`config.mk`:
```
export PLATFORM = sky130hd
export DESIGN_NAME = bcd_7segment
export DESIGN_NICKNAME = d
export VERILOG_FILES = /design/src/rtl/bcd_7segment_pkg.sv /design/src/rtl/bcd_7segment_rom.sv /design/src/rtl/bcd_7segment.sv
export SDC_FILE = /design/constraint.sdc
export NUM_CORES = 1
export LEC_CHECK = 0
export BUFFER_PORTS_ARGS = -buffer_cell sky130_fd_sc_hd__clkbuf_2
export CAP_MARGIN = 20
export CORE_AREA = 2 2 39 41
export CTS_CLUSTER_SIZE = 25
export DETAILED_ROUTE_END_ITERATION = 8
export DIE_AREA = 0 0 41 43
export MAX_ROUTING_LAYER = met4
export PLACE_DENSITY = 0.74
export SLEW_MARGIN = 25
export SYNTH_ARGS = -nofsm -noshare
export SYNTH_HDL_FRONTEND = slang
export SYNTH_SLANG_ARGS = --single-unit
```
`constraint.sdc`:
```
create_clock -name clk -period 0.8 [get_ports clk]
set_input_delay 0 -clock clk [delete_from_list [all_inputs] [get_ports clk]]
set_output_delay 0 -clock clk [all_outputs]
set_load 0.01 [all_outputs]
```
`src/rtl/bcd_7segment_pkg.sv`:
```
// Shared glyph and segment-index constants for the BCD seven-segment decoder.
// Glyphs are active-high, packed ABCDEFG with segment A in the MSB.
package bcd_7segment_pkg;

    localparam int SEG_W = 7;

    localparam int SEG_IDX_A = 6;
    localparam int SEG_IDX_B = 5;
    localparam int SEG_IDX_C = 4;
    localparam int SEG_IDX_D = 3;
    localparam int SEG_IDX_E = 2;
    localparam int SEG_IDX_F = 1;
    localparam int SEG_IDX_G = 0;

    localparam logic [SEG_W-1:0] SEG_0 = 7'b1111110;
    localparam logic [SEG_W-1:0] SEG_1 = 7'b0110000;
    localparam logic [SEG_W-1:0] SEG_2 = 7'b1101101;
    localparam logic [SEG_W-1:0] SEG_3 = 7'b1111001;
    localparam logic [SEG_W-1:0] SEG_4 = 7'b0110011;
    localparam logic [SEG_W-1:0] SEG_5 = 7'b1011011;
    localparam logic [SEG_W-1:0] SEG_6 = 7'b1011111;
    localparam logic [SEG_W-1:0] SEG_7 = 7'b1110000;
    localparam logic [SEG_W-1:0] SEG_8 = 7'b1111111;
    localparam logic [SEG_W-1:0] SEG_9 = 7'b1111011;
    localparam logic [SEG_W-1:0] SEG_A = 7'b1110111;
    localparam logic [SEG_W-1:0] SEG_B = 7'b0011111;
    localparam logic [SEG_W-1:0] SEG_C = 7'b1001110;
    localparam logic [SEG_W-1:0] SEG_D = 7'b0111101;
    localparam logic [SEG_W-1:0] SEG_E = 7'b1001111;
    localparam logic [SEG_W-1:0] SEG_F = 7'b1000111;

    localparam logic [SEG_W-1:0] SEG_BLANK = '0;
    localparam logic [SEG_W-1:0] SEG_ALL =
        SEG_W'((1 << SEG_IDX_A) | (1 << SEG_IDX_B) | (1 << SEG_IDX_C) |
               (1 << SEG_IDX_D) | (1 << SEG_IDX_E) | (1 << SEG_IDX_F) |
               (1 << SEG_IDX_G));

endpackage

```
`src/rtl/bcd_7segment_rom.sv`:
```
// Combinational digit-to-glyph lookup with out-of-range detection.
// Define BCD_7SEG_HEX_EN to show hex glyphs for codes 10-15 instead of blank.
import bcd_7segment_pkg::*;

module bcd_7segment_rom (
    input  logic [3:0]       Binary_Num,
    output logic [SEG_W-1:0] glyph,
    output logic             invalid
);

    always_comb begin
        glyph   = SEG_BLANK;
        invalid = (Binary_Num > 4'd9);
        case (Binary_Num)
            4'd0:    glyph = SEG_0;
            4'd1:    glyph = SEG_1;
            4'd2:    glyph = SEG_2;
            4'd3:    glyph = SEG_3;
            4'd4:    glyph = SEG_4;
            4'd5:    glyph = SEG_5;
            4'd6:    glyph = SEG_6;
            4'd7:    glyph = SEG_7;
            4'd8:    glyph = SEG_8;
            4'd9:    glyph = SEG_9;
`ifdef BCD_7SEG_HEX_EN
            4'd10:   glyph = SEG_A;
            4'd11:   glyph = SEG_B;
            4'd12:   glyph = SEG_C;
            4'd13:   glyph = SEG_D;
            4'd14:   glyph = SEG_E;
            4'd15:   glyph = SEG_F;
`endif
            default: glyph = SEG_BLANK;
        endcase
    end

endmodule

```
`src/rtl/bcd_7segment.sv`:
```
// Registered BCD-to-seven-segment decoder with lamp test, blanking and ripple blanking.
// Hex glyphs for codes 10-15 are enabled by defining BCD_7SEG_HEX_EN.
import bcd_7segment_pkg::*;

module bcd_7segment #(
    parameter bit ACTIVE_LOW = 1'b0
) (
    input  logic             clk,
    input  logic             rst_n,
    input  logic [3:0]       Binary_Num,
    input  logic             lamp_test,
    input  logic             blank,
    input  logic             rbi,
    output logic [SEG_W-1:0] Segment,
    output logic             rbo,
    output logic             invalid
);

    logic [SEG_W-1:0] rom_glyph;
    logic             rom_invalid;
    logic [SEG_W-1:0] seg_next;
    logic [SEG_W-1:0] seg_drive_next;
    logic             rbo_next;
    logic [SEG_W-1:0] seg_reg;
    logic             rbo_reg;
    logic             invalid_reg;

    bcd_7segment_rom u_rom (
        .Binary_Num (Binary_Num),
        .glyph      (rom_glyph),
        .invalid    (rom_invalid)
    );

    always_comb begin
        seg_next = rom_glyph;
        rbo_next = 1'b0;
        if (lamp_test) begin
            seg_next = SEG_ALL;
        end else if (blank) begin
            seg_next = SEG_BLANK;
        end else if (rbi && (Binary_Num == 4'd0)) begin
            seg_next = SEG_BLANK;
            rbo_next = 1'b1;
        end
    end

    // Polarity is applied before the register so the pins never glitch.
    for (genvar gi = 0; gi < SEG_W; gi++) begin : g_polarity
        assign seg_drive_next[gi] = ACTIVE_LOW ? ~seg_next[gi] : seg_next[gi];
    end

    always_ff @(posedge clk or negedge rst_n) begin
        if (!rst_n) begin
            seg_reg     <= ACTIVE_LOW ? ~SEG_BLANK : SEG_BLANK;
            rbo_reg     <= 1'b0;
            invalid_reg <= 1'b0;
        end else begin
            seg_reg     <= seg_drive_next;
            rbo_reg     <= rbo_next;
            invalid_reg <= rom_invalid;
        end
    end

    assign Segment = seg_reg;
    assign rbo     = rbo_reg;
    assign invalid = invalid_reg;

endmodule

```
==> out/results.ini, run 1 <==
[die]
io_pins=18
fp.dieArea_mm2=0.00176
initial_core_util_pct=38.0
rows=14
die_x_um=41
coreArea_mm2=0.00138
die_h_um=43

[layout]
area_growth_pct=36.7
diodes=0
nets=89
drive_gt1_share_pct=44.6
largest_reg_flops=7

[detailed_routing]
drcViolationCount=0
firstDrtPassIters=4
wire_per_inst_um=11.2
postRouteAntennaNets=0
finalWirelength_mm=1.00
viasPerCell=4.86
vias=437
drtIter0Drc=7

[critical_path]
crit_required_ns=0.95
path_class=in2reg
worst_setup_path_end_kind=flop
arrival_ns=0.91
cp_max_fo=4
start_kind=input pin

[power]
switching_share_pct=25.4
irDropWorstVdd_v=0.000402
leakagePower_nw=0.358
power_density_mw_per_mm2=1470
intPower_mw=0.790
p_total_mw=1.06
p_clk_share_pct=30.6
p_comb_share_pct=22.6
p_switching_mw=0.269
share_seq_of_total_power_pct=46.8

[synthesis]
ys_seq_area_share_pct=42.9
synth_cell_types=22
async_flop_share_pct=100
ys_top_cells_by_area=dfrtp_1 43%, ha_1 12%, nand3b_4 3.8%, or2_1 3.6%, a21o_1 2.9%
syn_area_um2=526
synthCells=47
synth_nets=61
avgSynthCellArea_um2=11.2
synth-edff-count=0
synth_ff_type=dfrtp_1
yosysWarningCount=0
synth_top_area_share_pct=42.9
yosysTopAreaCell=dfrtp_1
ys_ff_latch=9

[timing]
slew_viol_final=0
setup_viol=0
grt_setup_unrepaired=no
worst_slack_ns=0.0355
finalCriticalPeriod_ns=0.765
fmax_mhz=1310
hold_viol=0
relSlewSlack_pct=80.5
tightest_slew_ns=0.292
finalCritPeriodShare_pct=95.6

[clocking]
clockBufferDepth=2
root_buffer=clkbuf_4
cts_resized=0
cts.htree.levels=1
clkSinkCount=9
numCtsBuffers=3
cts_tree=built
clkTransAtPathRegs_ns=0.05

[place]
portBuffers=17
pre_cts_ws_ns=-0.201
dpl.hpwl_um=835
globalplace.congestion=0.756

[run_status]
status=finished clean

[grt]
grt_pass1_wl_mm=1.62
grt.total_usage_pct=13.9
grt_max_degree=10
grt_pass1_vias=399
grt_antenna_before_repair=0
overflow=0

[job]
drv_cap=0

[min_path]
hp-class=in2reg

==> critical path, stage by stage <==
cell and delay (ns):
clkbuf_2 0.12, dlygate4sd3_1 0.57, nor4_1 0.22
==> Yosys cell counts (2+ instances only) <==
master / number
nand2_1: 3
ha_1: 5
o21ai_0: 2
a21o_1: 2
a21oi_1: 2
dfrtp_1: 9
o21a_1: 2
nor2_1: 4
or2_1: 3
nand2b_1: 2
inv_1: 2
==> repair_timing <==
action / 4_1_cts / 5_1_grt
hold endpoints to repair: 10 / 0
buffers inserted: 0 / 0
setup endpoints to repair: 0 / 0
hold buffers: 2 / 0
==> power by group through the flow <==
stage / Sequential, mW / Clock (mW) / Combinational (mW)
floorplan: 0.522 / 0 / 0.104
global placement: 0.502 / 0 / 0.228
detailed placement: 0.504 / 0 / 0.234
CTS: 0.497 / 0.340 / 0.243
global route: 0.499 / 0.354 / 0.266
finish: 0.496 / 0.324 / 0.239
==> cell usage in the layout, fill, tap and decap left out, types with 2 or more instances in the layout <==
| cell | instances |
|---|---|
| or2_1 | 3 |
| buf_4 | 5 |
| o21a_1 | 2 |
| nand2b_1 | 2 |
| nand2_1 | 3 |
| dlygate4sd3_1 | 2 |
| a21o_1 | 2 |
| o21ai_0 | 2 |
| ha_1 | 4 |
| clkbuf_4 | 3 |
| clkbuf_2 | 17 |
| nor2_1 | 4 |
| dfrtp_1 | 9 |
| a21oi_1 | 2 |
==> worst paths after layout <==
check	endpoint	startpoint	slack (ns)	depth (start not counted)
worst max-delay path	rbo	blank	0.04	3
worst min-delay path	rbo	lamp_test	0.02	2
max in group asynchronous	Segment[2]	rst_n	0.49	2
min in group asynchronous	Segment[0]	rst_n	0.13	2
==> per-layer routing <==
layer | track usage, % | routed length [um]
met3 | 1.57 | 95
met2 | 22.2 | 534
met4 | 8.00 | 9
met1 | 15.7 | 364
met5 | - | 0
==> area by class of cell <==
class	count	area, um^2
clock buffer	4	26.3
fill	134	666
inverter	2	10.0
multi-input combinational	35	294
sequential	9	225
tap	16	20.0
timing repair buffer	24	143
==> kinds of logic (layout without fill, tap and decap cells) <==
logic type | count (synthesis) | count (layout) | share of synthesized area [%]
AOI/OAI and AO/OA | 11 | 11 | 15.7
DFF | 9 | 9 | 42.9
and+or+nand+nor | 18 | 18 | 24.0
muxes | 1 | 1 | 1.90
buffers and inverters | 3 | 30 | 3.57
adders and majority gates | 5 | 5 | 11.9
==> per-stage QoR <==
stage / TNS (ns) / hold slack, ns / cell area (um^2) / cells / util (%)
final: 0 / 0.0188 / 718 / 90 / 51.9
after detailed placement: -1.08 / -0.141 / 672 / 84 / 48.6
after floorplan: 0 / -0.296 / 541 / 47 / -
after CTS: 0 / 0.0119 / 718 / 90 / 51.9
after global placement: -0.819 / -0.148 / 672 / 84 / 48.6
after global routing: 0 / 0.0227 / 718 / 90 / 51.9
Note: power is estimated with default switching activity, not from simulation.
==> inputs of run 2 (changes only) <==
Settings changed: RECOVER_POWER set to 50.
==> out/results.ini, run 2 (synthesis gave the netlist of run 1 again) <==
[critical_path]
path_cells=clkbuf_2 -> dlygate4sd3_1 -> nor4_1
critical_path_buf_inv_count=2  ; unchanged
slowest_stage=dlygate4sd3_1
path_class=in2reg
crit_required_ns=0.95  ; about the same
start_kind=input pin
cp_max_fo=4  ; unchanged
crit_family=buffers and inverters
worst_setup_path_end_kind=flop
slowest_delay_ns=0.57  ; about the same
arrival_ns=0.91  ; about the same

[run_status]
status=finished clean

[power]
irDropWorstVdd_v=0.000401  ; about the same
power_density_mw_per_mm2=1490  ; +0.87%
leakagePower_nw=0.347  ; -2.9%

[grt]
grt_pass1_wl_mm=1.62  ; unchanged
grt_max_degree=10  ; unchanged
grt_pass1_vias=399  ; unchanged
grt.total_usage_pct=13.9  ; unchanged
overflow=0  ; unchanged
grt_antenna_before_repair=0  ; unchanged

[clocking]
cts_resized=0  ; unchanged
cts_tree=built
clockBufferDepth=2  ; unchanged
numCtsBuffers=3  ; unchanged
cts.htree.levels=1  ; unchanged
clkTransAtPathRegs_ns=0.05  ; about the same
root_buffer=clkbuf_4
clkSinkCount=9  ; unchanged

[layout]
fill_cells=135  ; +0.75%
mostFrequentLayoutCell=clkbuf_2
multi_input_comb_area_um2=294  ; unchanged
instances_no_fill=90  ; unchanged
diodes=0  ; unchanged
final_area_um2=709  ; -1.2%
drive_gt1_share_pct=40.5  ; -4.1 points
final_cell_mix=16 x clkbuf_2, 9 x dfrtp_1, 4 x nor2_1, 4 x ha_1, 4 x clkbuf_1
area_growth_pct=35.0
regArea_um2=225  ; unchanged
nets=89  ; unchanged
largest_reg_flops=7  ; unchanged

[die]
coreArea_mm2=0.00138  ; unchanged
die_x_um=41  ; unchanged
die_h_um=43  ; unchanged
initial_core_util_pct=38.0  ; unchanged
io_pins=18  ; unchanged
fp.dieArea_mm2=0.00176  ; unchanged
rows=14  ; unchanged

[detailed_routing]
drcViolationCount=0  ; unchanged
firstDrtPassIters=4  ; unchanged
viasPerCell=4.92  ; +1.4%
postRouteAntennaNets=0  ; unchanged
wire_per_inst_um=11.4  ; +1.9%
finalWirelength_mm=1.02  ; +1.9%
drtIter0Drc=9  ; +2
vias=443  ; +1.4%

[timing]
setup_viol=0  ; unchanged
finalCritPeriodShare_pct=95.3  ; -0.25 points
finalCriticalPeriod_ns=0.763  ; -0.00200 ns
worst_slack_ns=0.0375  ; +0.00200 ns
tns_ns=0  ; unchanged
hold_viol=0  ; unchanged
slew_viol_final=0  ; unchanged
hold_ws_ns=0.0186  ; -0.000211 ns
tightest_slew_ns=0.453  ; +0.161 ns
fmax_mhz=1310  ; +0.26%
grt_setup_unrepaired=no
relSlewSlack_pct=69.8  ; -11 points

[place]
pre_cts_ws_ns=-0.201  ; unchanged
dpl.hpwl_um=835  ; unchanged
dp.cells=84  ; unchanged
portBuffers=17  ; unchanged
globalplace.congestion=0.756  ; unchanged
placed_area_um2=672  ; unchanged

[job]
drv_cap=0  ; unchanged

[min_path]
hp-class=in2reg

==> run 2: area by class of cell <==
cell class / instances / area share (%)
Multi-Input combinational cell: 35 / 41.4
Sequential cell: 9 / 31.7
Timing Repair Buffer: 24 / 18.9
Clock buffer: 4 / 3.70
Tap cell: 16 / 2.82
Inverter: 2 / 1.41
==> run 2: through the flow <==
stage	total power, mW	util, %
4_1_cts	1.08	51.9
3_5_place_dp	0.738	48.6
6_report	1.06	51.3
2_1_floorplan	0.626	-
5_1_grt	1.11	51.3
3_3_place_gp	0.730	48.6
==> run 2: final timing paths <==
kind                       startpoint         end  cells past startpoint
min in group asynchronous       rst_n  Segment[0]                      2
max in group asynchronous       rst_n  Segment[2]                      2
worst max-delay path            blank         rbo                      3
worst min-delay path        lamp_test         rbo                      2
==> run 2: metal layers <==
metal,track usage [%],part of all wire [%],vias up
li1,-,-,219
met5,-,0,-
met3,1.57,9.9,2
met4,8.00,0.88,0
met1,15.7,37,199
met2,22.2,52,23
==> run 2: repair_timing <==
item | CTS | global route
endpoints found under the setup margin | 0 | 0
buffers inserted | 0 | 0
endpoints found under the hold margin | 10 | 0
hold buffers | 2 | 0
==> run 2: where the power goes <==
part	internal (mW)	switching [mW]
Sequential	0.487	0.00820
Combinational	0.107	0.129
Clock	0.191	0.133
Total	0.785	0.270
